### src/rtl/seq_alu.sv
// seq_alu: handshaked WIDTH-bit ALU with registered result/flags
// and an iterative shift-and-add multiplier (2*WIDTH product).
//
// Ports:
//   clk, rst_n                 clock, async active-low reset
//   in_valid/in_ready          operand handshake (a, b, func)
//   out_valid/out_ready        result handshake
//   result, result_hi          low/high result (hi only for MUL)
//   cout, zero, neg, ovf       flags
module seq_alu #(
  parameter int WIDTH = 8
) (
  input  logic             clk,
  input  logic             rst_n,
  input  logic             in_valid,
  output logic             in_ready,
  input  logic [WIDTH-1:0] a,
  input  logic [WIDTH-1:0] b,
  input  logic [2:0]       func,
  output logic             out_valid,
  input  logic             out_ready,
  output logic [WIDTH-1:0] result,
  output logic [WIDTH-1:0] result_hi,
  output logic             cout,
  output logic             zero,
  output logic             neg,
  output logic             ovf
);

  localparam int SHW = $clog2(WIDTH);
  localparam int M   = WIDTH - 1;

  localparam logic [WIDTH:0] WL =
    (WIDTH+1)'(WIDTH);
  localparam logic [SHW-1:0] LAST =
    SHW'(WIDTH-1);

  localparam logic [2:0] F_ADD = 3'd0;
  localparam logic [2:0] F_SUB = 3'd1;
  localparam logic [2:0] F_AND = 3'd2;
  localparam logic [2:0] F_OR  = 3'd3;
  localparam logic [2:0] F_XOR = 3'd4;
  localparam logic [2:0] F_SHL = 3'd5;
  localparam logic [2:0] F_SHR = 3'd6;
  localparam logic [2:0] F_MUL = 3'd7;

  typedef enum logic {
    IDLE,
    MUL_BUSY
  } state_e;

  state_e state_q, state_d;

  logic [2*WIDTH-1:0] mcand_q, mcand_d;
  logic [2*WIDTH-1:0] acc_q, acc_d;
  logic [2*WIDTH-1:0] acc_nx;
  logic [WIDTH-1:0]   mplier_q, mplier_d;
  logic [SHW-1:0]     cnt_q, cnt_d;

  logic               ov_q, ov_d;
  logic [WIDTH-1:0]   res_q, res_d;
  logic [WIDTH-1:0]   hi_q, hi_d;
  logic               c_q, c_d;
  logic               z_q, z_d;
  logic               n_q, n_d;
  logic               v_q, v_d;

  logic [WIDTH:0]     sum;
  logic [WIDTH:0]     diff;
  logic               shbig;
  logic [WIDTH-1:0]   alu_res;
  logic               alu_c;
  logic               alu_v;
  logic               xfer;
  logic               pop;

  // Ready is gated by rst_n so nothing is
  // accepted while reset is held.
  assign in_ready = rst_n
                  && (state_q == IDLE)
                  && (!ov_q || out_ready);
  assign xfer = in_valid && in_ready;
  assign pop  = ov_q && out_ready;

  always_comb begin
    sum     = {1'b0, a} + {1'b0, b};
    diff    = {1'b0, a} - {1'b0, b};
    shbig   = ({1'b0, b} >= WL);
    alu_res = '0;
    alu_c   = 1'b0;
    alu_v   = 1'b0;
    unique case (1'b1)
      (func == F_ADD): begin
        alu_res = sum[M:0];
        alu_c   = sum[WIDTH];
        alu_v   = (a[M] == b[M])
               && (sum[M] != a[M]);
      end
      (func == F_SUB): begin
        alu_res = diff[M:0];
        alu_c   = diff[WIDTH];
        alu_v   = (a[M] != b[M])
               && (diff[M] != a[M]);
      end
      (func == F_AND): alu_res = a & b;
      (func == F_OR):  alu_res = a | b;
      (func == F_XOR): alu_res = a ^ b;
      (func == F_SHL):
        alu_res = shbig ? '0
                : (a << b[SHW-1:0]);
      (func == F_SHR):
        alu_res = shbig ? '0
                : (a >> b[SHW-1:0]);
      (func == F_MUL): alu_res = '0;
      default: alu_res = '0;
    endcase
  end

  assign acc_nx = acc_q
    + (mplier_q[0] ? mcand_q : '0);

  always_comb begin
    state_d  = state_q;
    mcand_d  = mcand_q;
    acc_d    = acc_q;
    mplier_d = mplier_q;
    cnt_d    = cnt_q;
    ov_d     = ov_q;
    res_d    = res_q;
    hi_d     = hi_q;
    c_d      = c_q;
    z_d      = z_q;
    n_d      = n_q;
    v_d      = v_q;
    if (pop) ov_d = 1'b0;
    unique case (state_q)
      IDLE: begin
        if (xfer) begin
          if (func == F_MUL) begin
            state_d  = MUL_BUSY;
            mcand_d  = {{WIDTH{1'b0}}, a};
            mplier_d = b;
            acc_d    = '0;
            cnt_d    = '0;
          end else begin
            ov_d  = 1'b1;
            res_d = alu_res;
            hi_d  = '0;
            c_d   = alu_c;
            z_d   = (alu_res == '0);
            n_d   = alu_res[M];
            v_d   = alu_v;
          end
        end
      end
      MUL_BUSY: begin
        acc_d    = acc_nx;
        mcand_d  = mcand_q << 1;
        mplier_d = mplier_q >> 1;
        cnt_d    = cnt_q + 1'b1;
        if (cnt_q == LAST) begin
          state_d = IDLE;
          ov_d    = 1'b1;
          res_d   = acc_nx[M:0];
          hi_d    = acc_nx[2*WIDTH-1:WIDTH];
          c_d     = 1'b0;
          z_d     = (acc_nx == '0);
          n_d     = acc_nx[M];
          v_d     = 1'b0;
        end
      end
      default: state_d = IDLE;
    endcase
  end

  always_ff @(posedge clk or negedge rst_n) begin
    if (!rst_n) begin
      state_q  <= IDLE;
      mcand_q  <= '0;
      acc_q    <= '0;
      mplier_q <= '0;
      cnt_q    <= '0;
      ov_q     <= 1'b0;
      res_q    <= '0;
      hi_q     <= '0;
      c_q      <= 1'b0;
      z_q      <= 1'b0;
      n_q      <= 1'b0;
      v_q      <= 1'b0;
    end else begin
      state_q  <= state_d;
      mcand_q  <= mcand_d;
      acc_q    <= acc_d;
      mplier_q <= mplier_d;
      cnt_q    <= cnt_d;
      ov_q     <= ov_d;
      res_q    <= res_d;
      hi_q     <= hi_d;
      c_q      <= c_d;
      z_q      <= z_d;
      n_q      <= n_d;
      v_q      <= v_d;
    end
  end

  assign out_valid = ov_q;
  assign result    = res_q;
  assign result_hi = hi_q;
  assign cout      = c_q;
  assign zero      = z_q;
  assign neg       = n_q;
  assign ovf       = v_q;

endmodule

### config.mk
export PLATFORM = sky130hd
export DESIGN_NAME = seq_alu
export DESIGN_NICKNAME = d
export VERILOG_FILES = /design/src/rtl/seq_alu.sv
export SDC_FILE = /design/constraint.sdc
export NUM_CORES = 1
export LEC_CHECK = 0
export CORE_MARGIN = 2
export CORE_UTILIZATION = 30
export DETAILED_ROUTE_END_ITERATION = 8
export GPL_TIMING_DRIVEN = 0
export PLACE_DENSITY_LB_ADDON = 0.3
export SKIP_LAST_GASP = 1
export SYNTH_ARGS = -nofsm -noshare
export SYNTH_HDL_FRONTEND = slang
export SYNTH_SLANG_ARGS = --single-unit
### constraint.sdc
create_clock -name clk -period 8.9 [get_ports clk]
set_clock_uncertainty 0.15 [all_clocks]
set_input_delay 1.78 -clock clk [delete_from_list [all_inputs] [get_ports clk]]
set_output_delay 1.78 -clock clk [all_outputs]
set_load 0.005 [all_outputs]
# Word-level counts from Yosys, hierarchy flattened
# Index checks and enable logic that the tools add are counted.
[word_totals] regBits=65 in_bits=23
[classes] addsub=4 n_lt_le_gt_ge=1 n_eq_ne=16 shifts=2 n_mux=50 n_bitwise=4 reduce_logical=13
[ops] cell="$mux 16" count=5
[ops] cell="$mux 8" count=10
[ops] cell="$pmux 16 s2" count=2
[ops] cell="$pmux 8 s7" count=1
[ops] cell="$pmux 8 s2" count=3
[ops] cell="$mux 1" count=18
[ops] cell="$add 16x16->16" count=1
[ops] cell="$logic_not 16->1" count=1
[ops] cell="$pmux 1 s2" count=8
[ops] cell="$eq 3x3->1 const B" count=5
[ops] cell="$add 8x8->9" count=1
[ops] cell="$sub 8x8->9" count=1
[ops] cell="$and 8x8->8" count=1
[ops] cell="$ge 8x4->1 const B" count=1
[ops] cell="$logic_not 8->1" count=1
[ops] cell="$or 8x8->8" count=1
[ops] cell="$shl 8x3->8" count=1
[ops] cell="$shr 8x3->8" count=1
[ops] cell="$xor 8x8->8" count=1
[ops] cell="$eq 3x2->1 const B" count=2
[ops] cell="$logic_and 1x1->1" count=6
[ops] cell="$mux 3" count=2
[ops] cell="$pmux 3 s2" count=1
[ops] cell="$ne 2x1->1 const B" count=2
[ops] cell="11 further kinds" count=14

# Depth between registers and ports, before layout
# Gate-level depths: netlist of the first run.
[depth] ltp_word=7 depth_mapped=12 depth_no_buf=11

# Least setup slack after synthesis of the first run
# No wires, ideal clock.
[synth_path] kind="input to register" startpoint="in b[2]" endpoint="reg z_q, in the netlist zero" setup_time_ps=103 t_arrival_ps=4068 setup_slack_ps=4579 stages=11 n_path_buf=2 path_cell_list="clkbuf_1 > inv_1 > ha_1 > clkbuf_1 > nor4_1 > o31ai_1 > a221oi_1 > o211ai_1 > a2111oi_0 > a32oi_1 > o41ai_2"
[synth_between] elab_chain_len=7 word_cells_on_any_way=15 classes_between="add/sub: 2; order compare: 1; shift: 2; mux: 6; bitwise: 3; reduce/logical: 1"
[synth_rtl] item="from (decl)" line_no="18" source="input logic [WIDTH-1:0] b,"
[synth_rtl] item="$ge 8x4->1 (tied with other cells)" line_no="88" source="shbig = ({1'b0, b} >= WL);"
[synth_rtl] item="$mux 8, on equally long branches" line_no="112, 109"
[synth_rtl] item="$pmux 8 s7 *" line_no="92" source="unique case (1'b1)"
[synth_rtl] item="$logic_not 8->1 *" line_no="150" source="z_d = (alu_res == '0);"
[synth_rtl] item="$mux 1 *" line_no="139" source="if (func == F_MUL) begin"
[synth_rtl] item="$mux 1 *" line_no="138" source="if (xfer) begin"
[synth_rtl] item="$pmux 1 s2 *" line_no="136" source="unique case (state_q)"
[synth_rtl] item="to (signal assigned)" line_no="200" source="z_q <= z_d;"
[synth_rtl] item="to (decl)" line_no="64" source="logic z_q, z_d;"
# Mark *: on every way between the ends. The rest lies on a longest branch, timed or not. The select of a mux whose other input is x is not followed.
# A chain may end at the register's enable or synchronous reset.

# Final worst setup path of the first run
# Ends and elaborated chain as after synthesis.

==> qor.json, run 1 <==
{
  "status": {
    "outcome": "finished clean"
  },
  "timing": {
    "hold_viol": 0,
    "minimum_clock_period_after_layout_ps": 5489,
    "finalSetupTns_ps": 0,
    "worst_slack_ps": 3411,
    "relSlewSlack_pct": 45.74,
    "finalSetupViolCount": 0,
    "setup_repair_after_global_routing_missed_its_margin": "no",
    "max_freq_mhz": 182.2,
    "tightest_slew_ps": 813.8,
    "period_share_pct": 61.67,
    "slew_viols_final": 0
  },
  "global_routing": {
    "initial_antenna_violation_count": 0,
    "grt_first_pass_wirelength_um": 24540,
    "met2_usage_pct": 27.27,
    "overflow": 0,
    "first_global_vias": 4570,
    "top_usage_layer": "met2",
    "gr-usage-met3_pct": 1.663,
    "grt_max_degree": 66,
    "grt_usage_pct": 17.06,
    "grt.met1_usage_pct": 24.59
  },
  "clock_tree": {
    "cts_resized": 0,
    "clkLatencyLatePin_ps": 340,
    "cts_tree": "done",
    "htree_levels": 3,
    "cts_setup_buffers": 0,
    "clock_tree.root_cell": "clkbuf_16",
    "postCtsHoldBufs": 0,
    "clkTransAtPathRegs_ps": 50,
    "clock-sinks": 64,
    "cts-root-to-sink-buffers": 2,
    "cts_buffers": 9
  },
  "finish": {
    "nets": 744,
    "final_layout_size_suffix_gt1_share_pct": 6.021,
    "inserted_diodes": 0,
    "syn_to_final_growth_pct": 19.84
  },
  "worst_hold_path": {
    "hp-start": "result[1]",
    "min-delay-path-class": "reg -> reg"
  },
  "logic_synthesis": {
    "postSynthAreaPerCell_um2": 8.196,
    "yosysTopAreaCell": "dfrtp_1",
    "post_synth_and_or_nand_nor_area_fraction_pct": 22.47,
    "synth.yosys.warnings": 0,
    "main_combinational_cell_family_by_area_after_synthesis": "simple AND/OR/NAND/NOR gates",
    "synthMostInstantiatedCell": "nand2_1",
    "synth-seq-cells": 64,
    "yosysSeqAreaShare_pct": 31.47,
    "synth_compound_area_share_pct": 22.42,
    "post_synth_instance_area_um2": 5090,
    "synth_top_area_share_pct": 31.47,
    "count_of_flip_flops_with_a_built_in_enable_after_synthesis": 0,
    "mappedNetlistNets": 689,
    "async_reset_ff_share_pct": 100.0,
    "yosys.area_share.adder_pct": 11.50,
    "ys.flop_type": "dfrtp_1",
    "post_synth_most_frequent_cells": "nand2_1 (88), dfrtp_1 (64), nor2_1 (57), o21ai_0 (51), ha_1 (42)",
    "post_synth_mux_area_share_pct": 3.859,
    "synth_area_leaders": "dfrtp_1 (31%), ha_1 (10%), nand2_1 (6.5%), o21ai_0 (5.0%), nor2_1 (4.2%)",
    "syn-instance-count": 621,
    "synth_xor_xnor_area_share_pct": 3.614,
    "post_synth_num_cell_types": 67
  },
  "placed_design": {
    "total_half_perimeter_wirelength_after_legalization_and_detailed_placement_um": 11450,
    "placement_stage_worst_setup_slack_ps": 3229,
    "routabilityCongestion": 0.8978,
    "number_of_buffer_cells_added_on_primary_ports": 44
  },
  "power_and_ir_drop": {
    "total_switching_power_mw": 0.7913,
    "power_report.internal_total_mw": 1.062,
    "maximum_vdd_drop_mv": 0.1759,
    "cellLeakagePower_nw": 2.674,
    "pwr-share-seq_pct": 26.5,
    "share_comb_of_total_power_pct": 54.5,
    "switching_share_pct": 42.69,
    "pwr_density_cell_nw_per_um2": 303.9,
    "clock_power_share_pct": 19.0
  },
  "worst_setup_path": {
    "crit_arrival_ps": 5570,
    "cp-end-kind": "flop",
    "crit-reg2reg-launch": "mplier_q[0]",
    "path_class": "in -> reg",
    "timing.critical_path.from_type": "input port",
    "critPathLaunch": "b[2]",
    "cp_data_required_time_ps": 8980,
    "cp_max_fo": 9
  },
  "routing": {
    "routed_wirelength_um": 14940,
    "post_drt_wl_per_cell_um": 16.58,
    "drcViolationCount": 0,
    "drtAntennaViolNets": 0,
    "drt_pre_antenna_iters": 5,
    "vias": 4771,
    "detail_route.iter0.violations": 392,
    "average_via_count_per_standard_cell": 5.295
  },
  "die": {
    "rows": 47,
    "die-area_um2": 18020,
    "floorplan.die.width_um": 134.3,
    "die_h_um": 134.3,
    "start_util_pct": 30.69,
    "io-pin-count": 45,
    "placeableCoreArea_um2": 16580
  },
  "run": {
    "timing.max_cap.violations": 0
  }
}
## final cells by class
| type | count | area (µm²) |
|---|---|---|
| multi-input cells | 496 | 3251 |
| clock inverters | 7 | 71.32 |
| inverters | 27 | 101.3 |
| clock buffers | 9 | 225.2 |
| fillers | 1754 | 10480 |
| well taps | 220 | 275.3 |
| repair buffers | 44 | 437.9 |
| flip-flops and latches | 64 | 1602 |
| plain buffers | 34 | 136.4 |
## final timing paths
check	depth (start not counted)	endpoint	slack [ps]
max in group asynchronous	1	mcand_q[1]	6680
worst max-delay path	12	zero	3410
worst min-delay path	2	result[1]	330
min in group asynchronous	1	result_hi[2]	1400
worst max register to register	11	zero	5220
worst min register to register	2	result[1]	330
## metal layers
layer / wire length (µm) / vias to the layer above / share of wire (%)
met2: 6748 / 153 / 45
met1: 7192 / 2277 / 48
li1: - / 2320 / -
met3: 725 / 21 / 4.9
met4: 269 / 0 / 1.8
met5: 0 / - / 0
## critical path, stage by stage
cell	delay (ps)
clkdlybuf4s50_1	470
clkbuf_1	320
inv_1	180
ha_1	300
clkbuf_1	210
nor4_1	630
o31ai_1	280
a221oi_1	320
o211ai_1	210
a2111oi_0	550
a32oi_1	240
o41ai_2	80
## placed cells by master (no fill, tap or decap), drive strengths merged, types with 4 or more instances in the layout
| cell type | Yosys | layout |
|---|---|---|
| nand2 | 88 | 88 |
| dfrtp | 64 | 64 |
| nor2 | 57 | 57 |
| o21ai | 52 | 52 |
| clkdlybuf4s50 | 0 | 43 |
| ha | 42 | 42 |
| clkbuf | 24 | 33 |
| inv | 26 | 27 |
| a21oi | 26 | 26 |
| nand3 | 18 | 18 |
| and2 | 16 | 16 |
| xnor2 | 16 | 16 |
| o22ai | 16 | 16 |
| mux2i | 14 | 14 |
| nor2b | 11 | 11 |
| buf | 10 | 11 |
| o211ai | 10 | 10 |
| a21o | 9 | 9 |
| nand2b | 9 | 9 |
| and3 | 6 | 6 |
| or3 | 6 | 6 |
| a31oi | 6 | 6 |
| a221o | 6 | 6 |
| a22o | 6 | 6 |
| nor3 | 5 | 5 |
| mux2 | 5 | 5 |
| xor2 | 5 | 5 |
| a211oi | 4 | 4 |
| nor4 | 4 | 4 |
## flip-flops by register name, indices dropped and copies added (netlist names)
name and count:
acc_q 16, mcand_q 16, mplier_q 8, result 8
result_hi 8, cnt_q 3, cout 1, out_valid 1
ovf 1, state_q 1, zero 1
## stage by stage
| step | hold slack [ps] | power, mW | utilization (%) | area [µm²] | std cells |
|---|---|---|---|---|---|
| final | 327.6 | 1.854 | 36.78 | 6100 | 901 |
| after global routing | 362.7 | 2.018 | 36.78 | 6100 | 901 |
| after CTS | 333.8 | 1.856 | 36.78 | 6100 | 901 |
| after detailed placement | 322.9 | 1.501 | 34.99 | 5803 | 885 |
| after global placement | 317.5 | 1.495 | 35.01 | 5806 | 885 |
| after floorplan | 302.4 | 1.190 | - | 5090 | 621 |
## logic make-up after synthesis
family / after synthesis
adders and majority gates: 45
muxes: 19
xor gates and xnor gates: 21
and+or+nand+nor: 239
DFF: 64
buffers and inverters: 61
AOI/OAI and AO/OA: 172
## power by group through the flow
stage	Combinational, mW	Clock, mW	Sequential, mW
6_report	1.01	0.352	0.492
5_1_grt	1.14	0.368	0.509
4_1_cts	1.01	0.357	0.492
3_5_place_dp	1.01	0	0.496
3_3_place_gp	1.00	0	0.493
2_1_floorplan	0.711	0	0.480
No activity file was read; power rests on OpenSTA's default activity.
==> run 2, diff against run 1 <==
==> constraint.sdc (replaced) <==
create_clock -name clk -period 5.16 [get_ports clk]
set_clock_uncertainty 0.15 [all_clocks]
set_input_delay 1.032 -clock clk [delete_from_list [all_inputs] [get_ports clk]]
set_output_delay 1.032 -clock clk [all_outputs]
set_load 0.005 [all_outputs]
==> results of run 2 <==
Same layout as run 1 (identical final DEF). Status: finished clean.
Among the figures that moved: setup slack after placement 3229 ps -> 236.5 ps; setup slack after layout 3411 ps -> 418.9 ps; register-to-register setup slack 5220 ps -> 1480 ps; total power 1.854 mW -> 3.197 mW; worst IR drop on VDD 0.1759 mV -> 0.3034 mV
==> run 3, diff against run 2 <==
--- a/config.mk
+++ b/config.mk
@@ -5,7 +5,6 @@
 export SDC_FILE = /design/constraint.sdc
 export NUM_CORES = 1
 export LEC_CHECK = 0
-export CORE_MARGIN = 2
 export CORE_UTILIZATION = 30
 export DETAILED_ROUTE_END_ITERATION = 8
 export GPL_TIMING_DRIVEN = 0
==> run 3 against run 2 <==
Clock-buffer cell count did not move; critical endpoint unchanged; first-iteration DRC count rose by 7.9%; largest power group unchanged; sequential power barely moved; highest routed layer unchanged; critical path type unchanged.
==> qor.json, run 3 (same netlist as run 1, synthesis figures left out) <==
{
  "finish": {
    "syn_to_final_growth_pct": 19.84,
    "layoutNonFillerInstCount": 901,
    "nets": 744,
    "inserted_diodes": 0,
    "mostFrequentLayoutCells": "nand2_1 (88), dfrtp_1 (64), nor2_1 (57)",
    "design_area_um2": 6100,
    "num-fill-cells": 1703,
    "final_layout_size_suffix_gt1_share_pct": 6.021,
    "biggestRegsByFlops": "acc_q x16, mcand_q x16",
    "multi_input_comb_area_um2": 3251,
    "final_core_utilization_pct": 36.78,
    "seqCellArea_um2": 1602,
    "layout_commonest_cell": "nand2_1"
  },
  "placed_design": {
    "total_half_perimeter_wirelength_after_legalization_and_detailed_placement_um": 11350,
    "number_of_buffer_cells_added_on_primary_ports": 44,
    "dp.cells": 885,
    "placement_stage_worst_setup_slack_ps": 177.4,
    "cell_area_placed_um2": 5803,
    "routabilityCongestion": 0.8783
  },
  "global_routing": {
    "initial_antenna_violation_count": 0,
    "grt_first_pass_wirelength_um": 24320,
    "grt_max_degree": 66,
    "overflow": 0,
    "grt_usage_pct": 17.48,
    "first_global_vias": 4609
  },
  "timing": {
    "finalSetupViolCount": 0,
    "minimum_clock_period_after_layout_ps": 4668,
    "period_share_pct": 90.47,
    "hold_viol": 0,
    "finalSetupTns_ps": 0,
    "slew_viols_final": 0,
    "tightest_slew_ps": 819.3,
    "max_freq_mhz": 214.2,
    "setup_repair_after_global_routing_missed_its_margin": "no",
    "worst_slack_ps": 491.7,
    "relSlewSlack_pct": 45.38
  },
  "worst_setup_path": {
    "cp_max_fo": 9,
    "path_class": "in -> reg",
    "timing.critical_path.from_type": "input port",
    "cp-end-kind": "flop",
    "cp_data_required_time_ps": 5240,
    "crit_arrival_ps": 4750
  },
  "routing": {
    "drcViolationCount": 0,
    "detail_route.iter0.violations": 423,
    "drt_pre_antenna_iters": 5,
    "routed_wirelength_um": 14840,
    "drtAntennaViolNets": 0,
    "vias": 4781,
    "post_drt_wl_per_cell_um": 16.47,
    "average_via_count_per_standard_cell": 5.306
  },
  "die": {
    "placeableCoreArea_um2": 16580,
    "floorplan.die.width_um": 132.3,
    "io-pin-count": 45,
    "die-area_um2": 17490,
    "rows": 47,
    "start_util_pct": 30.69,
    "die_h_um": 132.3
  },
  "clock_tree": {
    "clkLatencyLatePin_ps": 330,
    "postCtsHoldBufs": 0,
    "clkTransAtPathRegs_ps": 50,
    "htree_levels": 3,
    "cts_resized": 0,
    "cts_setup_buffers": 0,
    "cts_tree": "done",
    "clock-sinks": 64,
    "cts-root-to-sink-buffers": 2,
    "cts_buffers": 9,
    "clock_tree.root_cell": "clkbuf_16"
  },
  "run": {
    "timing.max_cap.violations": 0
  },
  "worst_hold_path": {
    "min-delay-path-class": "reg -> reg"
  },
  "power_and_ir_drop": {
    "pwr_density_cell_nw_per_um2": 523.2,
    "maximum_vdd_drop_mv": 0.2462,
    "cellLeakagePower_nw": 2.674
  },
  "status": {
    "outcome": "finished clean"
  }
}
-- run 3: cell counts in the layout (fill, tap and decap cells not counted) --
Identical to the previous run, type by type.
-- run 3: layout make-up --
class / instances / area share [%]
sequential: 64 / 26.26
tap: 220 / 4.513
clock buffer: 9 / 3.692
inverter: 27 / 1.662
timing repair buffer: 44 / 7.179
buffer: 34 / 2.236
multi-input combinational: 496 / 53.29
clock inverter: 7 / 1.169
-- run 3: stage by stage --
step           total power [mW]  hold WS, ps
5_1_grt                   3.471        356.9
3_5_place_dp              2.584        321.7
2_1_floorplan             2.053        302.4
3_3_place_gp              2.578        318.8
6_report                  3.192        324.9
4_1_cts                   3.196        333.8
-- run 3: routing by layer --
layer / vias up / GRT usage [%] / share of wire (%)
met3: 22 / 2.960 / 6.0
met4: 0 / 5.747 / 1.9
met1: 2266 / 23.94 / 47
met2: 167 / 27.90 / 45
met5: - / 0 / 0
li1: 2326 / - / -
-- run 3: power breakdown --
group          switching, mW  internal, mW
logic                  0.994         0.741
registers              0.131         0.718
clock network          0.234         0.373
-- run 3: final timing paths --
check                      depth (start not counted)  slack [ps]        start           end
max in group asynchronous                          1        3680        rst_n     acc_q[12]
setup reg to reg                                  11        1500  mplier_q[0]          zero
setup / recovery                                  12         490         b[2]          zero
hold reg to reg                                    2         320    result[2]     result[2]
min in group asynchronous                          1         650        rst_n  result_hi[0]
hold / removal                                     2         320    result[2]     result[2]
-- run 3: worst max-delay path: stages --
cell             delay, ps
clkdlybuf4s50_1        480
clkbuf_1               340
inv_1                  190
ha_1                   300
clkbuf_1               210
nor4_1                 570
o31ai_1                260
a221oi_1               310
o211ai_1               210
a2111oi_0              540
a32oi_1                230
o41ai_2                 80
